**src/rtl/cpr_pipe_adder_pkg.sv**
```systemverilog
// Shared arithmetic helpers for the pipelined carry-save adder: result width,
// compressor-tree row counts and depth, and pipeline stage boundaries.
package cpr_pipe_adder_pkg;

   // Result width: operand width plus growth for NUM_OPS terms plus guard bits.
   function automatic int rw_f(input int width, input int num_ops, input int guard);
      return width + $clog2(num_ops) + guard;
   endfunction

   // Rows left after one full-adder level: each triple becomes sum+carry,
   // leftovers pass through untouched.
   function automatic int next_rows(input int n);
      return 2 * (n / 3) + n % 3;
   endfunction

   // Number of rows entering tree level lvl.
   function automatic int rows_at(input int num_ops, input int lvl);
      int n;
      n = num_ops;
      for (int i = 0; i < lvl; i++) n = next_rows(n);
      return n;
   endfunction

   // Full-adder levels needed to reduce num_ops rows down to two.
   function automatic int tree_depth(input int num_ops);
      int n;
      int d;
      n = num_ops;
      d = 0;
      while (n > 2) begin
         n = next_rows(n);
         d++;
      end
      return d;
   endfunction

   // First tree level handled by stage s (ceil split); s == stages gives depth.
   function automatic int stage_bound(input int depth, input int stages, input int s);
      int per;
      int b;
      per = (depth + stages - 1) / stages;
      b   = s * per;
      if (b > depth) b = depth;
      return b;
   endfunction

endpackage

```
**src/rtl/cpr_fa.sv**
```systemverilog
// Single-bit full adder cell (3:2 compressor).
module cpr_fa (
   input  logic a,
   input  logic b,
   input  logic ci,
   output logic s,
   output logic co
);

   assign s  = a ^ b ^ ci;
   assign co = (a & b) | (a & ci) | (b & ci);

endmodule

```
**src/rtl/cpr_pipe_stage.sv**
```systemverilog
// One level-group of the carry-save tree: levels [LVL_LO, LVL_HI) of full
// adders, followed by an optional register rank carrying valid and acc flag.
module cpr_pipe_stage
   import cpr_pipe_adder_pkg::*;
#(
   parameter int RW      = 27,
   parameter int NUM_OPS = 8,
   parameter int LVL_LO  = 0,
   parameter int LVL_HI  = 2,
   parameter bit REG     = 1'b1
) (
   input  logic                        clk,
   input  logic                        rst,
   input  logic                        adv,
   input  logic                        d_valid,
   input  logic                        d_acc,
   input  logic [NUM_OPS-1:0][RW-1:0]  d_rows,
   output logic                        q_valid,
   output logic                        q_acc,
   output logic [NUM_OPS-1:0][RW-1:0]  q_rows
);

   localparam int NL = LVL_HI - LVL_LO;

   logic [NUM_OPS-1:0][RW-1:0] lvl_rows [0:NL];

   assign lvl_rows[0] = d_rows;

   for (genvar j = 0; j < NL; j++) begin : g_lvl
      localparam int N  = rows_at(NUM_OPS, LVL_LO + j);
      localparam int G  = N / 3;
      localparam int NN = next_rows(N);

      for (genvar g = 0; g < G; g++) begin : g_csa
         logic [RW-1:0] s_row;
         logic [RW-1:0] c_row;
         for (genvar k = 0; k < RW; k++) begin : g_bit
            cpr_fa u_fa (
               .a  (lvl_rows[j][3*g][k]),
               .b  (lvl_rows[j][3*g+1][k]),
               .ci (lvl_rows[j][3*g+2][k]),
               .s  (s_row[k]),
               .co (c_row[k])
            );
         end
         // Carry row weighs one column more; the top carry falls off because
         // RW already holds the exact worst-case sum.
         assign lvl_rows[j+1][2*g]   = s_row;
         assign lvl_rows[j+1][2*g+1] = {c_row[RW-2:0], 1'b0};
      end

      for (genvar p = 0; p < N % 3; p++) begin : g_pass
         assign lvl_rows[j+1][2*G+p] = lvl_rows[j][3*G+p];
      end

      for (genvar z = NN; z < NUM_OPS; z++) begin : g_zero
         assign lvl_rows[j+1][z] = '0;
      end
   end

   if (REG) begin : g_reg
      // Valid bit: cleared on reset, moves only when the pipeline advances.
      always_ff @(posedge clk or posedge rst) begin
         if (rst)      q_valid <= 1'b0;
         else if (adv) q_valid <= d_valid;
      end

      // Payload: loaded only from a valid stage so bubbles never disturb it.
      // NOTE: datapath registers carry no reset; they are ignored until the
      // matching valid bit is set, which keeps reset fan-out small.
      always_ff @(posedge clk) begin
         if (adv && d_valid) begin
            q_acc  <= d_acc;
            q_rows <= lvl_rows[NL];
         end
      end
   end else begin : g_comb
      assign q_valid = d_valid;
      assign q_acc   = d_acc;
      assign q_rows  = lvl_rows[NL];
   end

endmodule

```
**src/rtl/cpr_pipe_adder.sv**
```systemverilog
// Pipelined multi-operand adder: carry-save compressor tree split into STAGES
// register ranks, a final carry-propagate add, and an accumulating output
// register with valid/ready flow control.
module cpr_pipe_adder
   import cpr_pipe_adder_pkg::*;
#(
   parameter int  WIDTH     = 16,
   parameter int  NUM_OPS   = 8,
   parameter int  STAGES    = 2,
   parameter int  ACC_GUARD = 8,
   localparam int RW        = rw_f(WIDTH, NUM_OPS, ACC_GUARD)
) (
   input  logic                     clk_i,
   input  logic                     rst_i,
   input  logic                     in_valid_i,
   output logic                     in_ready_o,
   input  logic [NUM_OPS*WIDTH-1:0] ops_i,
   input  logic                     acc_i,
   output logic                     out_valid_o,
   input  logic                     out_ready_i,
   output logic [RW-1:0]            sum_o,
   output logic                     acc_o
);

   localparam int DEPTH = tree_depth(NUM_OPS);

   logic [NUM_OPS-1:0][RW-1:0] st_rows [0:STAGES];
   logic [STAGES:0]            st_valid;
   logic [STAGES:0]            st_acc;
   logic                       advance;
   logic [RW-1:0]              acc_q;
   logic [RW-1:0]              tree_sum;
   logic [RW-1:0]              next_sum;

   // Every rank moves together whenever the output slot is free or draining.
   assign advance    = !out_valid_o || out_ready_i;
   assign in_ready_o = advance;

   for (genvar k = 0; k < NUM_OPS; k++) begin : g_in
      assign st_rows[0][k] = RW'(ops_i[k*WIDTH +: WIDTH]);
   end
   assign st_valid[0] = in_valid_i;
   assign st_acc[0]   = acc_i;

   for (genvar s = 0; s < STAGES; s++) begin : g_stage
      cpr_pipe_stage #(
         .RW      (RW),
         .NUM_OPS (NUM_OPS),
         .LVL_LO  (stage_bound(DEPTH, STAGES, s)),
         .LVL_HI  (stage_bound(DEPTH, STAGES, s + 1)),
         .REG     (1'b1)
      ) u_stage (
         .clk     (clk_i),
         .rst     (rst_i),
         .adv     (advance),
         .d_valid (st_valid[s]),
         .d_acc   (st_acc[s]),
         .d_rows  (st_rows[s]),
         .q_valid (st_valid[s+1]),
         .q_acc   (st_acc[s+1]),
         .q_rows  (st_rows[s+1])
      );
   end

   // Final carry-propagate add and optional accumulate; wraps silently mod 2^RW.
   assign tree_sum = st_rows[STAGES][0] + st_rows[STAGES][1];
   assign next_sum = st_acc[STAGES] ? acc_q + tree_sum : tree_sum;

   // Output register and accumulator: update only on a valid transaction.
   // NOTE: non-blocking assignments so acc_q read by next_sum is always the
   // pre-edge value, giving hazard-free back-to-back accumulation.
   always_ff @(posedge clk_i or posedge rst_i) begin
      if (rst_i) begin
         out_valid_o <= 1'b0;
         sum_o       <= '0;
         acc_o       <= 1'b0;
         acc_q       <= '0;
      end else if (advance) begin
         out_valid_o <= st_valid[STAGES];
         if (st_valid[STAGES]) begin
            sum_o <= next_sum;
            acc_o <= st_acc[STAGES];
            acc_q <= next_sum;
         end
      end
   end

endmodule

```
**config.mk**
```make
export PLATFORM = sky130hd
export DESIGN_NAME = cpr_pipe_adder
export DESIGN_NICKNAME = d
export VERILOG_FILES = /design/src/rtl/cpr_pipe_adder_pkg.sv /design/src/rtl/cpr_fa.sv /design/src/rtl/cpr_pipe_stage.sv /design/src/rtl/cpr_pipe_adder.sv
export SDC_FILE = /design/constraint.sdc
export NUM_CORES = 1
export LEC_CHECK = 0
export CELL_PAD_IN_SITES_DETAIL_PLACEMENT = 0
export CELL_PAD_IN_SITES_GLOBAL_PLACEMENT = 1
export CORE_UTILIZATION = 42
export DETAILED_ROUTE_END_ITERATION = 7
export PLACE_DENSITY = 0.84
export REMOVE_ABC_BUFFERS = 1
export SLEW_MARGIN = 15
export SYNTH_ARGS = -nofsm -noshare
export SYNTH_HDL_FRONTEND = slang
export SYNTH_SLANG_ARGS = --single-unit
```
**constraint.sdc**
```tcl
create_clock -name clk_i -period 4.1 [get_ports clk_i]
set_input_delay 1.025 -clock clk_i [delete_from_list [all_inputs] [get_ports clk_i]]
set_output_delay 1.025 -clock clk_i [all_outputs]
set_load 0.02 [all_outputs]
```
[After elaboration in Yosys (flattened, before gate mapping)]
Index checks and enable logic that the tools add are counted.
Cells by class
  bitwise gates (word level): 664
  reductions and logical operators: 5
  mux-type cells: 1
  add/subtract/negate cells: 2
Operator list (number)
  bitwise AND 1 bit: 285
  bitwise XOR 1 bit: 191
  bitwise OR 1 bit: 188
  adder 27 x 19 -> 27 bit: 1
  two-way mux 27 bit: 1
  adder 18 x 18 -> 19 bit: 1
  logical AND 1 bit: 2
  AND reduction 2 bit: 1
  logical NOT 1 bit: 1
  logical OR 1 bit: 1
Storage, ports and cells
  register bits after elaboration: 133
  output and inout bits: 30

[Logic depth before layout (Yosys ltp)]
  depth in word-level cells: 6
  depth in mapped cells: 17
  gate-level depth less buffers: 17

[By module]
From an unflattened synthesis, not the netlist that was laid out.
Second synthesis, totals
  cell total of the unflattened synthesis: 1119
  area, all modules: 14308.7 um2
By module, submodules not included
  cpr_pipe_stage at g_stage[0].u_stage: seq. area each 3238.1 um2, instances 1, area an instance 4093.9 um2, cells each 222
  cpr_pipe_adder: seq. area each 725.7 um2, instances 1, area an instance 4071.4 um2, cells each 513
  cpr_fa: seq. area each 0.0 um2, instances 162, area an instance 20.0 um2, cells each 1
  cpr_pipe_stage at g_stage[1].u_stage: seq. area each 1646.6 um2, instances 1, area an instance 2900.3 um2, cells each 222

[Least setup slack after synthesis]
No wires, ideal clock.
  path type: flip-flop to flip-flop
  start point: register g_stage[1].u_stage.q_rows[2] in the netlist's numbering
  end point: register acc_q[23]
  clock period less this slack: 3.561 ns
  buffers on the path: 0
  setup slack: 0.539 ns
  stages on the path, launching flop included: 18
  setup time: 0.069 ns
  arrival time: 3.492 ns
  path through: edfxtp_1 > ha_1 > inv_1 > fa_1 > nor2b_1 > o2111ai_1 > a31oi_1 > a21o_1 > a21oi_1 > xnor2_1 > ha_1 > o21ai_0 > a22oi_2 > o31ai_1 > o21a_1 > o21a_1 > or4_1 > nand3_1
On the way
  word-level cells in the longest chain between the ends: 3
Ends and longest elaborated chain
  start: declaration: line cpr_pipe_stage.sv:20  | output logic [NUM_OPS-1:0][RW-1:0] q_rows
  start signal: assignment: line cpr_pipe_stage.sv:74  | q_rows <= lvl_rows[NL];
  adder 18 x 18 -> 19 bit: line cpr_pipe_adder.sv:66  | assign tree_sum = st_rows[STAGES][0] + st_rows[STAGES][1];
  adder 27 x 19 -> 27 bit: line cpr_pipe_adder.sv:67  | assign next_sum = st_acc[STAGES] ? acc_q + tree_sum : tree_sum;
  two-way mux 27 bit: line cpr_pipe_adder.sv:67
  end signal: assignment: line cpr_pipe_adder.sv:83  | acc_q <= next_sum;
  end: declaration: line cpr_pipe_adder.sv:31  | logic [RW-1:0] acc_q;
No other way between the ends.
A chain may end at the register's enable or synchronous reset.

[Worst setup path in the final report]
Ends and elaborated chain as after synthesis.

==> impl_metrics.json <==
{
  "grt_overflow_total": 0,
  "drtIter0Drc": 300,
  "dieArea_um2": 21530,
  "slew_headroom": 0.7010,
  "critical_path.max_stage_delay_ns": 0.48,
  "synth.distinct_cells": 60,
  "path_class": "reg2reg",
  "clk_pin_slew_ns": 0.06,
  "rows": 52,
  "ios": 163,
  "yosys.area.top_type_share": 0.3481,
  "hold_buffers": 0,
  "power.switching_mw": 3.214,
  "drive_gt1_frac": 0.06517,
  "remaining_drc_errors": 0,
  "gp_congestion": 0.8465,
  "synth_area_leaders": "edfxtp_1 35%, fa_1 22%, dfrtp_1 8.8%",
  "dieHeight_um": 146.7,
  "crit_path_start_kind": "register",
  "clock_path_buffers": 2,
  "cts.sinks": 133,
  "fillers": 1692,
  "grt_use_total": 0.1648,
  "post-synth-top-area-cell": "edfxtp_1",
  "placed_cells": 1172,
  "antenna_found_initial": 0,
  "async_reset_ff_frac": 0.2331,
  "leakage_nw": 5.017,
  "peakVddDrop_uv": 373.1,
  "period_share": 0.9452,
  "cts_buffers": 17,
  "synth-edff-count": 102,
  "pwr-share-clk": 0.187,
  "ys_seq_area_frac": 0.4363,
  "power_mw": 8.025,
  "synthesis.area_um2": 8798,
  "drtAntennaViolNets": 0,
  "drt-wirelength-per-cell_um": 13.51,
  "crit_required_ns": 4.45,
  "vias_per_cell": 4.780,
  "syn-mean-instance-area_um2": 11.79,
  "final_cells": 1206,
  "fin_skew_ns": 0.007506,
  "dp_hpwl_um": 12660,
  "hp-class": "reg2reg",
  "grt_pass1_vias": 6035,
  "arrival_ns": 4.23,
  "synthCells": 746,
  "cts_root_buf": "clkbuf_16",
  "combPwrFrac": 0.550,
  "cpMaxStageDelayCell": "or4_1",
  "h-tree-depth": 4,
  "crit_path_end_kind": "register",
  "sw_frac_of_total": 0.4005,
  "fin_crit_ns": 3.875,
  "grt_pass1_wl_um": 28080,
  "drv_slew": 0,
  "dr.pass1.iters": 4,
  "clk_latency_ns": 0.42,
  "fmax_mhz": 258.0,
  "coreArea_um2": 20360,
  "intPower_mw": 4.811,
  "io_buffers": 162,
  "cts_tree": "built",
  "path_cells": "ha_1 -> inv_1 -> fa_1 -> nor2b_2 -> o2111ai_2 -> a31oi_2 -> a21o_1 -> a21oi_1 -> xnor2_2 -> ha_1 -> o21ai_1 -> a22oi_2 -> o31ai_1 -> o21a_1 -> o21a_1 -> or4_1 -> nand3_1",
  "report.final.hold_viol_count": 0,
  "synth_ff_type": "edfxtp_1",
  "routed_wl_um": 16290,
  "start_util": 0.4320,
  "power_density_nw_per_um2": 703.5,
  "critPathMaxFanout": 8,
  "cap_violations": 0,
  "tightest_slew_ns": 0.4468,
  "status": "finished, final reports clean",
  "fp.dieW_um": 146.7,
  "n_antenna_cell": 0,
  "yosysWarnings": 0,
  "nets": 1191,
  "synth.ff_latch_count": 133,
  "grt_max_degree": 61,
  "r2r_slack_ns": 0.22,
  "vias": 5765,
  "finalSetupViolCount": 0,
  "area.growth.synth_to_final_pct": 29.66,
  "seqPwrFrac": 0.264
}
-- power by group through the flow --
stage / sequential, mW / clock (mW) / combinational, mW
finish: 2.11 / 1.50 / 4.41
global route: 2.16 / 1.59 / 4.94
CTS: 2.12 / 1.54 / 4.34
detailed placement: 2.15 / 0 / 4.29
global placement: 2.13 / 0 / 4.25
floorplan: 2.26 / 0 / 2.96
-- worst paths after layout --
kind,cells past startpoint,startpoint,end
max in group asynchronous,3,rst_i,acc_q[17]
min in group asynchronous,3,rst_i,acc_q[1]
max reg2reg,17,g_stage[1].u_stage.q_rows[2],acc_q[23]
min reg2reg,0,g_stage[0].u_stage.q_acc,g_stage[1].u_stage.q_acc
max,17,g_stage[1].u_stage.q_rows[2],acc_q[23]
min,0,g_stage[0].u_stage.q_acc,g_stage[1].u_stage.q_acc
-- synthesized netlist by cell type (3+ instances only) --
library cell and number:
a211oi_1 5, a21o_1 14, a21oi_1 24, a221o_1 4
a22oi_1 3, a31o_2 4, a31oi_1 6, a32o_1 3
and2_1 7, and3_1 7, buf_2 3, clkbuf_1 12
dfrtp_1 31, edfxtp_1 102, fa_1 96, ha_1 39
inv_1 173, mux2i_1 9, nand2_1 41, nand2b_1 6
nand3_1 14, nor2_1 23, nor2b_1 4, nor3_1 6
nor3b_1 3, o211ai_1 4, o21a_1 6, o21ai_0 30
or3_1 4, xnor2_1 16, xor2_1 8
-- flip-flops by register name, indices dropped and copies added, names as in the netlist --
register,cells
out_valid_o,1
acc_o,1
g_stage.u_stage.q_rows,100
acc_q,27
g_stage.u_stage.q_valid,2
g_stage.u_stage.q_acc,2
-- layer usage --
| metal | share of wire | vias up | GRT usage |
|---|---|---|---|
| met5 | 0 | - | 0 |
| met4 | 0.017 | 0 | 0.06354 |
| met3 | 0.044 | 19 | 0.03323 |
| met2 | 0.49 | 150 | 0.2727 |
| met1 | 0.45 | 2752 | 0.2136 |
| li1 | - | 2844 | - |
-- final cells by class --
class	count	area (um^2)	share of cell area
timing repair buffer	173	1717	0.1505
multi-input combinational	425	4279	0.3751
sequential	133	3839	0.3365
inverter	173	649.4	0.05692
clock buffer	21	460.4	0.04036
tap	270	337.8	0.02961
clock inverter	11	126.4	0.01108
-- placed cells by master, fill, tap and decap left out, types with 4 or more instances in the layout --
cell | netlist | final
o21ai_0 | 30 | 29
a211oi_1 | 5 | 4
o211ai_1 | 4 | 4
and3_1 | 7 | 7
fa_1 | 96 | 96
ha_1 | 39 | 39
a21o_1 | 14 | 14
xor2_1 | 8 | 8
clkdlybuf4s50_1 | 0 | 162
clkinvlp_4 | 0 | 4
inv_1 | 173 | 173
nor3_1 | 6 | 6
o21a_1 | 6 | 6
nor2_1 | 23 | 23
nand2_1 | 41 | 41
a31oi_1 | 6 | 5
a21oi_1 | 24 | 24
edfxtp_1 | 102 | 102
nand3_1 | 14 | 14
clkbuf_16 | 0 | 17
mux2i_1 | 9 | 9
xnor2_1 | 16 | 15
or3_1 | 4 | 4
buf_4 | 0 | 10
a221o_1 | 4 | 4
a31o_2 | 4 | 4
nand2b_1 | 6 | 6
dfrtp_1 | 31 | 31
and2_1 | 7 | 6
-- logic make-up (layout without fill, tap and decap cells) --
family,after synthesis,in the layout,synth area share
simple gates,126,126,0.07096
buf+inv,188,378,0.08063
flops,133,133,0.4363
mux,11,11,0.01280
fa+ha+maj,135,135,0.2739
compound gates,129,129,0.1015
xor+xnor,24,24,0.02389
-- repair_timing --
action	in CTS	in global routing
buffers inserted	0	2
resized for setup	0	6
setup endpoints to repair	0	7
-- stage by stage --
step	hold slack (ns)	cell area, um^2	TNS [ns]	setup slack, ns	util
floorplan	0.4003	8738	0	0.5358	-
global placement	0.4327	10780	0	0.2773	0.5293
detailed placement	0.4313	10780	0	0.1662	0.5293
CTS	0.4550	11370	0	0.1414	0.5581
global route	0.4611	11410	-0.02448	-0.02448	0.5602
finish	0.4465	11410	0	0.2248	0.5602
-- worst max-delay path: cells and delay by family (launching register included) --
family	cells	cell delay (ns)
compound gates	9	1.45
fa+ha+maj	3	1.05
simple gates	3	0.74
flops	1	0.34
xor+xnor	1	0.17
buf+inv	1	0.08
(Power assumes the default switching activity.)
